`config.mk`:
```
export PLATFORM = sky130hd
export DESIGN_NAME = uart_tx_msg_sequencer
export DESIGN_NICKNAME = d
export VERILOG_FILES = /design/src/rtl/uart_tx_msg_sequencer.sv
export SDC_FILE = /design/constraint.sdc
export NUM_CORES = 1
export LEC_CHECK = 0
export ABC_AREA = 1
export BUFFER_PORTS_ARGS = -buffer_cell sky130_fd_sc_hd__buf_2
export CORE_AREA = 4 4 79 81
export CTS_CLUSTER_DIAMETER = 100
export DETAILED_ROUTE_END_ITERATION = 10
export DIE_AREA = 0 0 83 85
export GPL_TIMING_DRIVEN = 0
export PLACE_DENSITY = 0.76
export SLEW_MARGIN = 15
export SYNTH_ARGS = -nofsm -noshare
export SYNTH_HDL_FRONTEND = slang
export SYNTH_SLANG_ARGS = --single-unit
```
`constraint.sdc`:
```
create_clock -name clk -period 3.65 [get_ports clk]
set_input_delay 0.1825 -clock clk [delete_from_list [all_inputs] [get_ports clk]]
set_output_delay 0.1825 -clock clk [all_outputs]
set_load 0.05 [all_outputs]
```
`src/rtl/uart_tx_msg_sequencer.sv`:
```
// rtl/uart_tx_msg_sequencer.sv - sequences a latched multi-character message into a UART transmitter
module uart_tx_msg_sequencer #(
    parameter int NUM_CHARS   = 4,
    parameter int GAP_CYCLES  = 16,
    parameter int ACK_TIMEOUT = 8,
    localparam int IDX_W      = (NUM_CHARS > 1) ? $clog2(NUM_CHARS) : 1
) (
    input  logic                   clk,
    input  logic                   reset,
    input  logic                   start,
    input  logic                   abort,
    input  logic                   repeat_en,
    input  logic [8*NUM_CHARS-1:0] msg_data,
    input  logic                   Tx_BUSY,
    output logic                   Tx_WR,
    output logic [7:0]             Tx_DATA,
    output logic                   busy,
    output logic [IDX_W-1:0]       char_idx,
    output logic                   done,
    output logic                   tx_error
);

    localparam int CNT_MAX = (GAP_CYCLES > ACK_TIMEOUT) ? GAP_CYCLES : ACK_TIMEOUT;
    localparam int CNT_W   = $clog2(CNT_MAX + 1) + 1;

    localparam logic [CNT_W-1:0] ACK_LIM  = CNT_W'(ACK_TIMEOUT);
    localparam logic [CNT_W-1:0] GAP_LAST = CNT_W'((GAP_CYCLES > 0) ? GAP_CYCLES - 1 : 0);
    localparam logic [IDX_W-1:0] LAST_IDX = IDX_W'(NUM_CHARS - 1);

    typedef enum logic [2:0] {
        IDLE      = 3'd0,
        LOAD      = 3'd1,
        WAIT_ACK  = 3'd2,
        WAIT_DONE = 3'd3,
        GAP       = 3'd4
    } state_t;

    // With no gap configured the next character is loaded straight away.
    localparam state_t AFTER_CHAR = (GAP_CYCLES == 0) ? LOAD : GAP;

    state_t                 state_q, state_d;
    logic [8*NUM_CHARS-1:0] shadow_q, shadow_d;
    logic [IDX_W-1:0]       char_idx_q, char_idx_d;
    logic [CNT_W-1:0]       cnt_q, cnt_d;
    logic                   tx_wr_q, tx_wr_d;
    logic [7:0]             tx_data_q, tx_data_d;
    logic                   done_q, done_d;
    logic                   tx_error_q, tx_error_d;
    logic [CNT_W-1:0]       cnt_inc;

    assign cnt_inc = cnt_q + 1'b1;

    always_comb begin
        state_d    = state_q;
        shadow_d   = shadow_q;
        char_idx_d = char_idx_q;
        cnt_d      = cnt_q;
        tx_wr_d    = 1'b0;
        tx_data_d  = tx_data_q;
        done_d     = 1'b0;
        tx_error_d = 1'b0;

        if (abort) begin
            state_d    = IDLE;
            char_idx_d = '0;
            cnt_d      = '0;
        end else begin
            case (state_q)
                IDLE: begin
                    if (start) begin
                        shadow_d   = msg_data;
                        char_idx_d = '0;
                        cnt_d      = '0;
                        state_d    = LOAD;
                    end
                end
                LOAD: begin
                    if (!Tx_BUSY) begin
                        tx_wr_d   = 1'b1;
                        tx_data_d = shadow_q[char_idx_q*8 +: 8];
                        cnt_d     = '0;
                        state_d   = WAIT_ACK;
                    end
                end
                WAIT_ACK: begin
                    if (Tx_BUSY) begin
                        state_d = WAIT_DONE;
                    end else if (cnt_inc == ACK_LIM) begin
                        tx_error_d = 1'b1;
                        cnt_d      = '0;
                        state_d    = IDLE;
                    end else begin
                        cnt_d = cnt_inc;
                    end
                end
                WAIT_DONE: begin
                    if (!Tx_BUSY) begin
                        cnt_d = '0;
                        if (char_idx_q != LAST_IDX) begin
                            char_idx_d = char_idx_q + 1'b1;
                            state_d    = AFTER_CHAR;
                        end else if (repeat_en) begin
                            // Re-latching here is the only point where new message data is taken.
                            shadow_d   = msg_data;
                            char_idx_d = '0;
                            state_d    = AFTER_CHAR;
                        end else begin
                            done_d  = 1'b1;
                            state_d = IDLE;
                        end
                    end
                end
                GAP: begin
                    if (cnt_q == GAP_LAST) begin
                        cnt_d   = '0;
                        state_d = LOAD;
                    end else begin
                        cnt_d = cnt_inc;
                    end
                end
                default: begin
                    state_d = IDLE;
                end
            endcase
        end
    end

    always_ff @(posedge clk) begin
        if (reset) begin
            state_q    <= IDLE;
            shadow_q   <= '0;
            char_idx_q <= '0;
            cnt_q      <= '0;
            tx_wr_q    <= 1'b0;
            tx_data_q  <= 8'h00;
            done_q     <= 1'b0;
            tx_error_q <= 1'b0;
        end else begin
            state_q    <= state_d;
            shadow_q   <= shadow_d;
            char_idx_q <= char_idx_d;
            cnt_q      <= cnt_d;
            tx_wr_q    <= tx_wr_d;
            tx_data_q  <= tx_data_d;
            done_q     <= done_d;
            tx_error_q <= tx_error_d;
        end
    end

    assign Tx_WR    = tx_wr_q;
    assign Tx_DATA  = tx_data_q;
    assign busy     = (state_q != IDLE);
    assign char_idx = char_idx_q;
    assign done     = done_q;
    assign tx_error = tx_error_q;

endmodule

```
==> results of run 1 <==
==> where the power goes <==
part	total [mW]	switching [mW]	leakage [nW]	internal, mW
clock	0.399	0.194	0.0514	0.205
combinational	0.219	0.135	0.704	0.0837
sequential	0.653	0.0218	0.442	0.632
==> worst paths after layout <==
kind	endpoint	cells after the start	slack [ps]
hold / removal	done	2	80
setup reg to reg	state_q[0]	7	2030
setup / recovery	state_q[0]	7	2030
hold reg to reg	shadow_q[12]	2	460
==> final cells by class <==
class / instances / area, sq um / share of cell area, %
multi-input cells: 233 / 1120 / 38.8
flip-flops and latches: 54 / 1080 / 37.5
repair buffers: 51 / 255 / 8.86
inverters: 32 / 123 / 4.26
plain buffers: 15 / 103 / 3.56
well taps: 72 / 90.1 / 3.13
clock buffers: 6 / 72.6 / 2.52
clock inverters: 2 / 37.5 / 1.30
==> layer usage <==
metal / wire length [um] / global-route usage [%] / up-vias
met5: 0 / 0 / -
met4: 47 / 3.27 / 0
met3: 399 / 4.37 / 5
met2: 2850 / 30.0 / 76
met1: 2460 / 19.8 / 1023
li1: - / - / 1225
==> Yosys cell counts <==
cell type / count / share of area [%]
a21oi_1: 33 / 6.8
a31oi_1: 8 / 2.1
buf_2: 1 / 0.21
buf_6: 6 / 2.8
clkbuf_1: 8 / 1.2
dfxtp_1: 54 / 45
ha_1: 2 / 1.0
inv_1: 28 / 4.3
inv_2: 3 / 0.46
inv_4: 1 / 0.26
nand2_1: 28 / 4.3
nand2_2: 1 / 0.26
nand2_8: 1 / 0.83
nand3_1: 12 / 2.5
nand3_2: 1 / 0.41
nand3_4: 1 / 0.72
nand4_1: 2 / 0.52
nor2_1: 71 / 11
nor2_2: 2 / 0.52
nor3_1: 4 / 0.83
nor3_2: 1 / 0.41
nor4_1: 1 / 0.26
o211ai_1: 1 / 0.31
o21ai_0: 45 / 9.3
o21ai_1: 18 / 3.7
or2_4: 1 / 0.36
==> sequential cells by signal, summed over array words and instances (netlist names) <==
register,cells
Tx_DATA,8
Tx_WR,1
char_idx,2
cnt_q,6
done,1
shadow_q,32
state_q,3
tx_error,1
==> stage by stage <==
stage	hold WS (ps)	total power, mW	cell area (sq um)
2_1_floorplan	261	0.823	2420
3_3_place_gp	401	0.882	2770
3_5_place_dp	404	0.888	2770
4_1_cts	73.2	1.28	2880
5_1_grt	78.1	1.34	2880
6_report	76.7	1.27	2880
==> cell families (layout without fill, tap and decap cells) <==
| kind of cell | count (synthesis) | in the layout | synth area share (%) |
|---|---|---|---|
| AND/OR/NAND/NOR | 126 | 126 | 22.9 |
| AO/OA/AOI/OAI | 105 | 105 | 22.2 |
| flip-flops | 54 | 54 | 44.6 |
| buffers and inverters | 47 | 106 | 9.29 |
| adder cells (fa/ha/maj) | 2 | 2 | 1.03 |
==> impl_metrics.env, run 1 <==
export IMPL_status="finished clean"
export IMPL_gp_congestion=0.884
export IMPL_finalCriticalPeriod_ps=1620
export IMPL_ys_ff_latch=54
export IMPL_drtIter0Drc=101
export IMPL_cts_buffers=5
export IMPL_place_ws_ps=2060
export IMPL_fin_ws_ps=2030
export IMPL_crit_fanout=5
export IMPL_cts_resized=0
export IMPL_path_cells="ha_1, nand4_1, nor2_1, nor2_1, nor3_1, nand3_1, a21oi_1"
export IMPL_firstDrtPassIters=4
export IMPL_final_hold_viol_count=0
export IMPL_fmax_ghz=0.618
export IMPL_grt_max_degree=17
export IMPL_tightest_slew_ps=461
export IMPL_final_common_cell="nor2_1"
export IMPL_clk_latency_ps=310
export IMPL_critical_path_most_common_cell="nor2_1"
export IMPL_rows=27
export IMPL_cts_tree="built"
export IMPL_die_w_um=83
export IMPL_skew_ps=10.3
export IMPL_start_util_pct=44.3
export IMPL_fillers=558
export IMPL_r2r_start="cnt_q[0]"
export IMPL_maxSlewHeadroom_pct=69.2
export IMPL_critical_path_required_ps=3890
export IMPL_grt_use_total_pct=16.6
export IMPL_core_region_area_sq_um=5470
export IMPL_viasPerCell=5.01
export IMPL_syn_inst=334
export IMPL_dp_hpwl_um=4450
export IMPL_dieArea_sq_um=7060
export IMPL_slew_violations=0
export IMPL_crit_buf_inv=0
export IMPL_crit_path_end_kind="register"
export IMPL_fin_cells=465
export IMPL_final_util_pct=52.6
export IMPL_arrival_ps=1860
export IMPL_avgSynthCellArea_sq_um=7.26
export IMPL_cp_top_family="simple AND/OR/NAND/NOR gates"
export IMPL_cts_htree_levels=2
export IMPL_grt_ovfl_total=0
export IMPL_drive_above_1_share_pct=19.6
export IMPL_crit_type="reg -> reg"
export IMPL_hp_class="in -> reg"
export IMPL_syn_nets=374
export IMPL_seq_area_frac_synth_pct=44.6
export IMPL_n_antenna_cell=0
export IMPL_slowest_stage="dfxtp_1"
export IMPL_cts_sinks=54
export IMPL_dpl_cell_count=457
export IMPL_synth_warnings=0
export IMPL_wl_um=5760
export IMPL_drtAntennaViolNets=0
export IMPL_clock_path_buffers=2
export IMPL_routedWlPerCell_um=12.4
export IMPL_p_leak_nw=1.20
export IMPL_portBuffers=51
export IMPL_fin_setup_tns_ps=0
export IMPL_ys_types=26
export IMPL_vias=2329
export IMPL_power_density_nw_per_um2=442
export IMPL_die_h_um=85
export IMPL_nNetsFinal=432
export IMPL_setup_worst_path_start="cnt_q[0]"
export IMPL_ir_drop_mv=0.244
export IMPL_grt_pass1_wl_um=9730
export IMPL_ctsHoldBuffers=0
export IMPL_setup_viol=0
export IMPL_grt_pass1_vias=2181
export IMPL_start_kind="register"
export IMPL_syn_cell_area_sq_um=2420
export IMPL_cts_root_buf="clkbuf_8"
export IMPL_drv_cap=0
export IMPL_antenna_found_initial=0
export IMPL_cts_reportedPaths_clkPinSlew_ps=100
export IMPL_min_delay_start="repeat_en"
export IMPL_rsz0062_at_grt="false"
export IMPL_max_stage_delay_ps=410
export IMPL_cts_setup_buffers=0
export IMPL_ios=52
export IMPL_drc_errors=0
export IMPL_layout_common_cells="nor2_1, dfxtp_1, buf_2"
export IMPL_final_min_period_over_clock_period_pct=44.3
export IMPL_layout_area_overhead_vs_synth_pct=18.8
(Power assumes the default switching activity.)
==> run 2, diff against run 1 <==
- ABC_AREA: 1 -> 0
- CORE_AREA: 4 4 79 81 -> 4 4 78 80
- DIE_AREA: 0 0 83 85 -> 0 0 82 84
- PLACE_DENSITY: 0.76 -> 0.79
- clock period: 3.65 -> 1.4 ns (I/O delays scaled with it)
==> run 2 against run 1 <==
The run now ends with setup timing left. Combinational power rose by 70%. Clock skew grew 5.4 ps. Critical path depth decreased by 1. Largest cell class unchanged. Largest power group unchanged.
==> impl_metrics.env, run 2 <==
export IMPL_core_region_area_sq_um=5410
export IMPL_grtUsageMet1_pct=23.0
export IMPL_fmax_ghz=0.614
export IMPL_viasPerCell=5.51
export IMPL_cts_root_buf="clkbuf_8"
export IMPL_synth_compound_area_share_pct=16.0
export IMPL_synthXorXnorAreaFrac_pct=0
export IMPL_yosysTopAreaCell="dfxtp_1"
export IMPL_synth_top_family_by_area="simple AND/OR/NAND/NOR gates"
export IMPL_stdcell_area_sq_um=3310
export IMPL_power_density_nw_per_um2=924
export IMPL_critical_path_required_ps=1570
export IMPL_finalPower_mw=3.06
export IMPL_die_h_um=84
export IMPL_grt_ovfl_total=0
export IMPL_cts_tree="built"
export IMPL_synth_top_cell_area_share_pct=46.2
export IMPL_final_common_cell="nand2_1"
export IMPL_grt_busiest_layer="met2"
export IMPL_cts_sinks=54
export IMPL_crit_type="reg -> reg"
export IMPL_max_stage_delay_ps=560
export IMPL_async_reset_ff_share_pct=0
export IMPL_cts_reportedPaths_clkPinSlew_ps=100
export IMPL_n_antenna_cell=0
export IMPL_violations="setup timing"
export IMPL_skew_ps=15.7
export IMPL_routedWlPerCell_um=16.2
export IMPL_portBuffers=50
export IMPL_crit_fanout=6
export IMPL_cts_buffers=5
export IMPL_synthMuxAreaShare_pct=8.13
export IMPL_synth_common_cells="nand2_1, dfxtp_1, a21oi_1"
export IMPL_drtAntennaViolNets=0
export IMPL_layout_area_overhead_vs_synth_pct=41.3
export IMPL_clock_path_buffers=2
export IMPL_fillers=421
export IMPL_multi_input_comb_area_sq_um=1340
export IMPL_ir_drop_mv=0.563
export IMPL_tightest_slew_ps=584
export IMPL_grt_max_degree=19
export IMPL_syn_nets=321
export IMPL_seq_area_sq_um=1100
export IMPL_synth_fa_ha_area_share_pct=1.07
export IMPL_cp_top_family="simple AND/OR/NAND/NOR gates"
export IMPL_setup_viol=39
export IMPL_use_met2_pct=33.1
export IMPL_vias=2409
export IMPL_cts_htree_levels=2
export IMPL_final_min_period_over_clock_period_pct=116
export IMPL_drc_errors=0
export IMPL_p_leak_nw=1.27
export IMPL_syn_cell_area_sq_um=2340
export IMPL_crit_buf_inv=1
export IMPL_clk_latency_ps=320
export IMPL_post_dp_cell_area_sq_um=2710
export IMPL_maxSlewHeadroom_pct=61.1
export IMPL_hold_path_depth=3
export IMPL_ys_types=36
export IMPL_yosys_area_share_simple_pct=23.7
export IMPL_nNetsFinal=404
export IMPL_drtIter0Drc=176
export IMPL_die_w_um=82
export IMPL_wl_um=7080
export IMPL_drive_above_1_share_pct=35.6
export IMPL_firstDrtPassIters=5
export IMPL_worst_path_stages=6
export IMPL_grt_use_met3_pct=3.89
export IMPL_start_kind="register"
export IMPL_slowest_stage="or4_4"
export IMPL_status="finished, violations left"
export IMPL_regMostFlops="shadow_q"
export IMPL_seq_area_frac_synth_pct=46.2
export IMPL_final_hold_viol_count=0
export IMPL_path_cells="nand3b_1, a21oi_2, or4_4, buf_6, nand2_2, a21oi_1"
export IMPL_largest_register_ffs=32
export IMPL_r2r_cells=6
export IMPL_drv_cap=0
export IMPL_synth_edf_count=0
export IMPL_synthTopCellsByArea="dfxtp_1, nand2_1, a21oi_1"
export IMPL_synth_main_ff_cell="dfxtp_1"
export IMPL_yosysMostFrequentCell="nand2_1"
export IMPL_ios=52
export IMPL_rows=27
export IMPL_final_util_pct=61.2
export IMPL_rsz0062_at_grt="true"
export IMPL_dp_hpwl_um=4090
export IMPL_ys_ff_latch=54
export IMPL_whs_ps=4.52
export IMPL_grt_pass1_vias=2240
export IMPL_arrival_ps=1800
export IMPL_gp_congestion=0.872
export IMPL_avgSynthCellArea_sq_um=8.33
export IMPL_layout_common_cells="nand2_1, buf_2, a21oi_1"
export IMPL_grt_use_total_pct=19.5
export IMPL_start_util_pct=43.3
export IMPL_grt_pass1_wl_um=10500
export IMPL_slew_violations=0
export IMPL_place_ws_ps=-348
export IMPL_finalCriticalPeriod_ps=1630
export IMPL_synth_warnings=0
export IMPL_dieArea_sq_um=6890
export IMPL_hp_class="in -> reg"
export IMPL_syn_inst=281
export IMPL_fin_ws_ps=-230
export IMPL_crit_path_end_kind="register"
export IMPL_antenna_found_initial=0
==> run 2: changes by cell type after synthesis, sizes merged, moves of 3 or more <==
cell    previous run  this run
a31oi              8         0
buf                7        11
mux4               0         8
nand2b             0         4
nand3             14         2
nor2              73        13
a21oi             33        50
inv               32         2
nor2b              0         3
o21ai             63         6
nand2             30        87
==> run 2: final cells by class <==
| type | instances | area share, % |
|---|---|---|
| clock inverter | 3 | 1.44 |
| inverter | 2 | 0.227 |
| clock buffer | 5 | 2.08 |
| buffer | 16 | 3.37 |
| multi-input combinational | 206 | 40.6 |
| timing repair buffer | 79 | 16.2 |
| tap | 72 | 2.72 |
| sequential | 54 | 33.4 |
==> run 2: logic make-up (layout without fill, tap and decap cells) <==
| logic type | count (synthesis) | count (layout) |
|---|---|---|
| AO/OA/AOI/OAI | 67 | 67 |
| adder cells (fa/ha/maj) | 2 | 2 |
| buffers and inverters | 21 | 105 |
| flip-flops | 54 | 54 |
| multiplexers | 9 | 9 |
| AND/OR/NAND/NOR | 128 | 128 |
==> run 2: final timing paths <==
check | startpoint | endpoint | slack, ps
worst max-delay path | state_q[2] | shadow_q[29] | -230
worst min-delay path | msg_data[19] | shadow_q[19] | 5
worst max register to register | state_q[2] | shadow_q[29] | -230
worst min register to register | Tx_DATA[5] | Tx_DATA[5] | 460
==> run 2: per-layer routing <==
layer / share of wire, % / up-vias
met4: 4.5 / 0
met5: 0 / -
met2: 51 / 149
li1: - / 1126
met1: 37 / 1097
met3: 7.4 / 37
==> run 2: metrics by stage <==
stage,std cells,setup TNS (ps)
2_1_floorplan,281,-7960
3_3_place_gp,403,-11520
3_5_place_dp,403,-13390
4_1_cts,436,-6570
5_1_grt,437,-8540
6_report,437,-6040
==> run 2: timing repair <==
item,in CTS,in global routing
endpoints found under the hold margin,20,0
buffers inserted,6,3
pin swaps,7,11
resized for setup,29,41
hold buffers,20,0
endpoints found under the setup margin,52,52
cloned,1,0
==> run 2: report_power, final <==
group | total, mW | switching (mW) | leakage, nW | internal, mW
registers | 1.61 | 0.0338 | 0.445 | 1.57
logic | 0.372 | 0.193 | 0.767 | 0.179
clock network | 1.08 | 0.534 | 0.0587 | 0.543
total | 3.06 | 0.761 | 1.27 | 2.29
==> run 2: tightest hold or removal path, stage by stage <==
cell and delay, ps:
buf_2 100, nand2_1 50, a21oi_1 60
==> run 3, diff against run 2 <==
- CORE_AREA: 4 4 78 80 -> 4 4 82 76
- DIE_AREA: 0 0 82 84 -> 0 0 86 80
==> run 3 against run 2 <==
The flow still finishes with violations (setup timing). Sequential cell count unchanged. Register-to-register slack got worse by 40 ps. Clock-buffer cell count did not move. Sequential power barely moved. Largest cell class unchanged. Highest routed layer unchanged.
==> impl_metrics.env, run 3 (synthesized netlist as in run 2, its figures left out) <==
export IMPL_status="finished, violations left"
export IMPL_violations="setup timing"
export IMPL_hp_class="in -> reg"
export IMPL_ir_drop_mv=0.560
export IMPL_maxSlewHeadroom_pct=55.8
export IMPL_cts_tree="built"
export IMPL_cts_buffers=5
export IMPL_vias=2416
export IMPL_core_region_area_sq_um=5290
export IMPL_setup_viol=41
export IMPL_drv_cap=0
export IMPL_drtAntennaViolNets=0
export IMPL_final_min_period_over_clock_period_pct=119
export IMPL_clock_path_buffers=2
export IMPL_stdcell_area_sq_um=3480
export IMPL_skew_ps=12.9
export IMPL_power_density_nw_per_um2=855
export IMPL_final_common_cell="nand2_1"
export IMPL_routedWlPerCell_um=16.9
export IMPL_regMostFlops="shadow_q"
export IMPL_dpl_cell_count=398
export IMPL_fin_cells=439
export IMPL_crit_type="reg -> reg"
export IMPL_rows=25
export IMPL_grt_pass1_vias=2112
export IMPL_grt_max_degree=19
export IMPL_dieArea_sq_um=6880
export IMPL_arrival_ps=1910
export IMPL_rsz0062_at_grt="true"
export IMPL_drive_above_1_share_pct=39.0
export IMPL_crit_buf_inv=2
export IMPL_drtIter0Drc=185
export IMPL_final_hold_viol_count=0
export IMPL_cts_root_buf="clkbuf_8"
export IMPL_firstDrtPassIters=4
export IMPL_antenna_found_initial=0
export IMPL_critical_path_required_ps=1650
export IMPL_finalCriticalPeriod_ps=1670
export IMPL_slew_violations=0
export IMPL_gp_congestion=0.844
export IMPL_whs_ps=5.50
export IMPL_p_leak_nw=1.33
export IMPL_cp_top_family="simple AND/OR/NAND/NOR gates"
export IMPL_cts_sinks=54
export IMPL_portBuffers=50
export IMPL_fin_setup_tns_ps=-6940
export IMPL_tightest_slew_ps=663
export IMPL_start_util_pct=44.3
export IMPL_layout_common_cells="nand2_1, buf_2, dfxtp_1"
export IMPL_cts_htree_levels=2
export IMPL_start_kind="register"
export IMPL_seq_area_sq_um=1110
export IMPL_largest_register_ffs=32
export IMPL_grt_ovfl_total=0
export IMPL_drc_errors=0
export IMPL_post_dp_cell_area_sq_um=2700
export IMPL_multi_input_comb_area_sq_um=1420
export IMPL_clk_latency_ps=320
export IMPL_wl_um=7410
export IMPL_slowest_stage="dfxtp_4"
export IMPL_viasPerCell=5.50
export IMPL_fillers=364
export IMPL_cts_reportedPaths_clkPinSlew_ps=110
export IMPL_final_util_pct=65.8
export IMPL_fin_ws_ps=-265
export IMPL_fmax_ghz=0.601
export IMPL_die_w_um=86
export IMPL_dp_hpwl_um=4060
export IMPL_crit_path_end_kind="register"
export IMPL_grt_pass1_wl_um=9880
export IMPL_ios=52
export IMPL_layout_area_overhead_vs_synth_pct=48.7
export IMPL_grt_use_total_pct=18.2
export IMPL_max_stage_delay_ps=380
export IMPL_crit_fanout=5
export IMPL_path_cells="and2b_2, a22oi_2, nor4_4, buf_6, clkbuf_16, nand2_1, a21oi_2"
export IMPL_n_antenna_cell=0
export IMPL_die_h_um=80
export IMPL_nNetsFinal=411
run 3: changes by cell type in the layout (fill, tap and decap cells not counted), sizes merged:
cell         previous run  this run
bufinv                  1         0
clkinvlp                0         1
buf                    67        68
clkbuf                 13        14
dlygate4sd3            20        25
run 3: tightest hold or removal path: stages:
cell and delay [ps]:
buf_2 100, nand2_1 50, a21oi_1 50
run 3: timing repair:
action	in CTS	in global routing
hold buffers	25	0
buffers inserted	4	5
cloned	0	2
resized for setup	33	63
pin swaps	9	26
setup endpoints to repair	52	51
endpoints found under the hold margin	25	0
run 3: path summary, 6_finish.rpt:
check,slack (ps),cells after the start,startpoint,to
worst max-delay path,-270,7,state_q[0],shadow_q[2]
worst min register to register,460,2,shadow_q[27],shadow_q[27]
worst max register to register,-270,7,state_q[0],shadow_q[2]
worst min-delay path,5,3,msg_data[31],shadow_q[31]
run 3: through the flow:
| step | setup slack (ps) | total power, mW |
|---|---|---|
| finish | -265 | 2.97 |
| floorplan | -231 | 1.80 |
| detailed placement | -366 | 1.90 |
| CTS | -200 | 2.86 |
| global route | -293 | 3.06 |
| global placement | -294 | 1.90 |
run 3: power by group:
part           switching (mW)  leakage, nW  internal [mW]
Sequential             0.0346        0.445           1.57
Combinational           0.217        0.844          0.221
Clock                   0.567       0.0447          0.363
run 3: area by class of cell:
| class | instances | share of cell area, % |
|---|---|---|
| Buffer | 16 | 3.81 |
| Clock buffer | 5 | 1.98 |
| Clock inverter | 3 | 0.719 |
| Inverter | 2 | 0.216 |
| Multi-Input combinational cell | 206 | 40.9 |
| Sequential cell | 54 | 31.8 |
| Tap cell | 67 | 2.41 |
| Timing Repair Buffer | 86 | 18.2 |
run 3: per-layer routing:
layer / global-route usage, % / wire length, um
met4: 8.39 / 222
met1: 24.2 / 2830
met5: 0 / 0
met2: 28.1 / 3700
met3: 3.72 / 659
